### src/rtl/serial_subtractor.sv
// Bit-serial LSB-first subtractor: {bout,diff} = a - b - bin, one bit per clock, with
// valid/ready handshakes on both sides. Define SERIAL_SUB_OVF_EN to add the signed-overflow port ovf.
module serial_subtractor #(
  parameter int WIDTH = 8
) (
  input  logic             clk,
  input  logic             rst,
  input  logic             in_valid,
  output logic             in_ready,
  input  logic [WIDTH-1:0] a,
  input  logic [WIDTH-1:0] b,
  input  logic             bin,
  output logic             out_valid,
  input  logic             out_ready,
  output logic [WIDTH-1:0] diff,
  output logic             bout,
  output logic             busy
`ifdef SERIAL_SUB_OVF_EN
  ,
  output logic             ovf
`endif
);

  localparam int CW = $clog2(WIDTH) + 1;

  typedef enum logic [1:0] {
    IDLE,
    SHIFT,
    DONE
  } stateT;

  stateT            state;
  stateT            nextState;
  logic [CW-1:0]    count;
  logic             borrow;
  logic [WIDTH-1:0] aSh;
  logic [WIDTH-1:0] bSh;
  logic [WIDTH-1:0] diffSh;

  logic             x;
  logic             y;
  logic             d;
  logic             borrowNext;
  logic             lastStep;
  logic [WIDTH-1:0] diffShNext;

  // One full-subtractor cell applied to the current LSBs and the registered borrow.
  assign x          = aSh[0];
  assign y          = bSh[0];
  assign d          = x ^ y ^ borrow;
  assign borrowNext = (~x & y) | (~(x ^ y) & borrow);
  assign diffShNext = {d, diffSh[WIDTH-1:1]};
  assign lastStep   = (count == CW'(WIDTH - 1));

  assign in_ready  = (state == IDLE);
  assign out_valid = (state == DONE);
  assign busy      = (state != IDLE);

  always_comb begin
    // NOTE: default first so no path through the case leaves nextState unassigned (no latch).
    nextState = state;
    case (state)
      IDLE:    if (in_valid)  nextState = SHIFT;
      SHIFT:   if (lastStep)  nextState = DONE;
      DONE:    if (out_ready) nextState = IDLE;
      default: nextState = IDLE;
    endcase
  end

  // NOTE: sequential state uses non-blocking assignments so every register samples pre-edge values.
  always_ff @(posedge clk) begin
    if (rst) begin
      state  <= IDLE;
      count  <= '0;
      borrow <= 1'b0;
      aSh    <= '0;
      bSh    <= '0;
      diffSh <= '0;
      diff   <= '0;
      bout   <= 1'b0;
`ifdef SERIAL_SUB_OVF_EN
      ovf    <= 1'b0;
`endif
    end else begin
      state <= nextState;
      case (state)
        IDLE: begin
          if (in_valid) begin
            aSh    <= a;
            bSh    <= b;
            borrow <= bin;
            count  <= '0;
          end
        end
        SHIFT: begin
          borrow <= borrowNext;
          diffSh <= diffShNext;
          aSh    <= aSh >> 1;
          bSh    <= bSh >> 1;
          count  <= count + 1'b1;
          if (lastStep) begin
            diff <= diffShNext;
            bout <= borrowNext;
`ifdef SERIAL_SUB_OVF_EN
            // On the final step x/y are the captured operand MSBs and d is the result MSB.
            ovf  <= (x ^ y) & (x ^ d);
`endif
          end
        end
        default: ;
      endcase
    end
  end

endmodule

### config.mk
export PLATFORM = sky130hd
export DESIGN_NAME = serial_subtractor
export DESIGN_NICKNAME = d
export VERILOG_FILES = /design/src/rtl/serial_subtractor.sv
export SDC_FILE = /design/constraint.sdc
export NUM_CORES = 1
export LEC_CHECK = 0
export ABC_AREA = 1
export CORE_ASPECT_RATIO = 0.8
export CORE_UTILIZATION = 50
export CTS_BUF_LIST = sky130_fd_sc_hd__clkbuf_16
export DETAILED_ROUTE_END_ITERATION = 8
export PLACE_DENSITY_LB_ADDON = 0.2
export SYNTH_ARGS = -nofsm -noshare
export SYNTH_HDL_FRONTEND = slang
export SYNTH_SLANG_ARGS = --single-unit
### constraint.sdc
create_clock -name clk -period 1.5 [get_ports clk]
set_clock_uncertainty 0.2 [all_clocks]
set_input_delay 0.15 -clock clk [delete_from_list [all_inputs] [get_ports clk]]
set_output_delay 0.15 -clock clk [all_outputs]
set_load 0.03 [all_outputs]
==> summary.md <==
| Metric | Value |
|---|---|
| Net Sw Power | 0.630 mW |
| # setup viols final | 0 |
| Worst Setup Start Kind | flip-flop |
| Via-to-Cell Ratio | 4.80 |
| Count of vias placed by the detailed router | 1646 |
| Overall routing resource usage | 23.9% |
| Pwr/cell area | 1190 nW/um^2 |
| Number of port buffers | 32 |
| Sum of overflow across all layers after global routing | 0 |
| Result of the run | finished, final reports clean |
| Highest fanout seen on the critical path | 10 |
| DRC viols | 0 |
| Switching Share | 22.1% |
| Root buffer cell | clkbuf_16 |
| Clock-pin slew on the worst setup and hold paths | 0.06 ns |
| Routed WL per cell | 11.1 microns |
| Final worst path period share | 96.8% |
| Vert. Die Dim | 55.1 microns |
| Share of cells above drive strength 1 | 12.9% |
| Die Area | 3770 sq um |
| Worst slew slack as a fraction of its limit | 80.3% |
| NumNets Final | 325 |
| Synth-to-Final Area Change | 35.8% |
| First DRT Iteration DRCs | 90 |
| Per-instance average area after synthesis | 6.80 sq um |
| Combinational power share | 12.5% |
| Clock Power Share | 48.1% |
| Number of global-route vias before repair | 1490 |
| Sequential share of the synthesized area | 44.3% |
| Final Hold Fails | 0 |
| Worst-Margin Slew | 0.297 ns |
| Yosys warning total | 0 |
| Pin count of the biggest net entering global routing | 26 |
| Setup repair after global routing missed its margin | true |
| Estimated wirelength of the detail-placed design | 2490 microns |
| Clock Sinks | 39 |
| Number of levels in the clock H-tree | 2 |
| Worst hold slack after final layout | 0.247 ns |
| Proportion of power drawn by flip-flops and latches | 39.4% |
| Clock insertion delay at the later pin of the skew report | 0.28 ns |
| Horiz. Die Dim | 68.4 microns |
| Initial antenna violation count | 0 |
| Arr. time, crit path | 1.43 ns |
| Starting density of the core | 54.7% |
| Number of I/O pins | 33 |
| Clk buf depth | 2 |
| Number of rows created at floorplan | 18 |
| Router iterations before antenna repair | 4 |
| Fillers | 265 |
| Drt total wl | 3810 microns |
| Placeable core region | 3220 sq um |
| Internal cell power | 2.21 mW |
| Count of max-cap constraint violations | 0 |
| First-pass GRT wire length | 6410 microns |
| Post-layout min period | 1.45 ns |
| Final ANT Viol Nets | 0 |
| Final count of pins violating max slew | 0 |
| Number of instances in the synthesized netlist | 259 |
| CP Capture Type | flip-flop |
| Highest Clock Rate | 689 MHz |
| Hold WC Path Type | input pin to flip-flop |
| Synth Cell Area | 1760 sq um |
| Count of antenna diodes in the layout | 0 |
| Critical path type | flip-flop to flip-flop |
| Total CTS buffers | 5 |
| Synth Net Count | 282 |
| Leakage power of the design | 1.13 nW |
| Routability congestion estimate | 0.777 |
| TritonCTS clock tree | built |
| Required time at the worst-slack endpoint | 1.47 ns |
| Maximum resistive drop on vdd | 812 uV |
| Distinct cell type count after synthesis | 20 |
| #FFs+latches synth | 39 |
| Final sum of negative setup slack | 0 ns |
-- cells in the mapped netlist, drive strengths merged --
| cell | number | area share [%] |
|---|---|---|
| clkbuf | 2 | 0.43 |
| nand2 | 56 | 12 |
| o21ai | 9 | 2.6 |
| fa | 1 | 1.1 |
| nor2 | 70 | 15 |
| buf | 11 | 3.8 |
| ha | 1 | 0.71 |
| a21oi | 6 | 1.7 |
| nand3b | 8 | 3.4 |
| nand3 | 29 | 8.2 |
| dfxtp | 39 | 44 |
| inv | 26 | 5.5 |
| o21a | 1 | 0.43 |
-- stage by stage --
stage | utilization (%) | setup slack [ns] | area, sq um | power (mW) | std cells
6_report | 74.3 | 0.0480 | 2390 | 2.84 | 343
2_1_floorplan | - | 0.113 | 1760 | 1.35 | 259
3_3_place_gp | 67.1 | 0.0124 | 2160 | 1.47 | 331
3_5_place_dp | 67.1 | -0.0153 | 2160 | 1.47 | 331
4_1_cts | 73.0 | -0.00540 | 2350 | 2.85 | 339
5_1_grt | 74.3 | -0.0242 | 2390 | 2.96 | 343
-- power groups by stage --
stage / Combinational (mW) / Sequential, mW / Clock [mW]
final: 0.356 / 1.12 / 1.37
after global routing: 0.405 / 1.13 / 1.43
after CTS: 0.343 / 1.12 / 1.39
after detailed placement: 0.334 / 1.14 / 0
after global placement: 0.330 / 1.14 / 0
after floorplan: 0.214 / 1.13 / 0
-- layer usage --
| layer | global-route usage [%] | wire (microns) |
|---|---|---|
| met5 | 0 | 0 |
| met4 | 6.25 | 46 |
| met3 | 7.99 | 165 |
| met2 | 40.8 | 1790 |
| met1 | 28.8 | 1810 |
-- final timing paths --
| check | from | slack, ns | cells past startpoint | end |
|---|---|---|---|---|
| min reg2reg | aSh[7] | 0.27 | 2 | aSh[7] |
| min | a[7] | 0.25 | 3 | aSh[7] |
| max reg2reg | count[1] | 0.05 | 6 | state[0] |
| max | count[1] | 0.05 | 6 | state[0] |
-- sequential cells by signal, indices dropped and copies added, names as in the netlist --
register,cells
aSh,8
bSh,8
borrow,1
bout,1
count,4
diff,8
diffSh,7
state,2
-- critical path, cell delays in order (launching register included) --
cell and delay [ns]:
dfxtp_1 0.36, ha_1 0.17, nand2_1 0.07, nor2_1 0.14
buf_4 0.20, nor2_1 0.06, o21a_1 0.16
-- final cells by class --
| class | instances | area, sq um | area share [%] |
|---|---|---|---|
| Sequential cell | 39 | 785 | 32.8 |
| Clock inverter | 3 | 67.6 | 2.82 |
| Timing Repair Buffer | 49 | 449 | 18.8 |
| Inverter | 26 | 100 | 4.18 |
| Multi-Input combinational cell | 181 | 816 | 34.1 |
| Tap cell | 40 | 50.0 | 2.09 |
| Clock buffer | 5 | 125 | 5.23 |
-- cell families (layout without fill, tap and decap cells) --
logic type               Yosys count  after routing  share of synthesized area, %
AND/OR/NAND/NOR                  163            163                          39.3
flip-flops                        39             39                          44.3
buffers and inverters             39             83                          9.80
AO/OA/AOI/OAI                     16             16                          4.69
adder cells (fa/ha/maj)            2              2                          1.85
-- repair_timing --
item	in CTS	in global routing
gates cloned	0	0
hold buffers	0	0
gates resized for setup	12	5
endpoints found under the setup margin	11	8
buffers inserted	0	4
pin swaps	0	2
-- cells in the final DEF (no fill, tap or decap), drive strengths merged --
cell type	n
a21oi	6
buf	20
bufinv	2
clkbuf	5
clkdlybuf4s50	20
clkinvlp	1
dfxtp	39
dlygate4sd2	9
fa	1
ha	1
inv	26
nand2	56
nand3	29
nand3b	8
nor2	70
o21a	1
o21ai	9
Power figures use the tool's default switching activity.
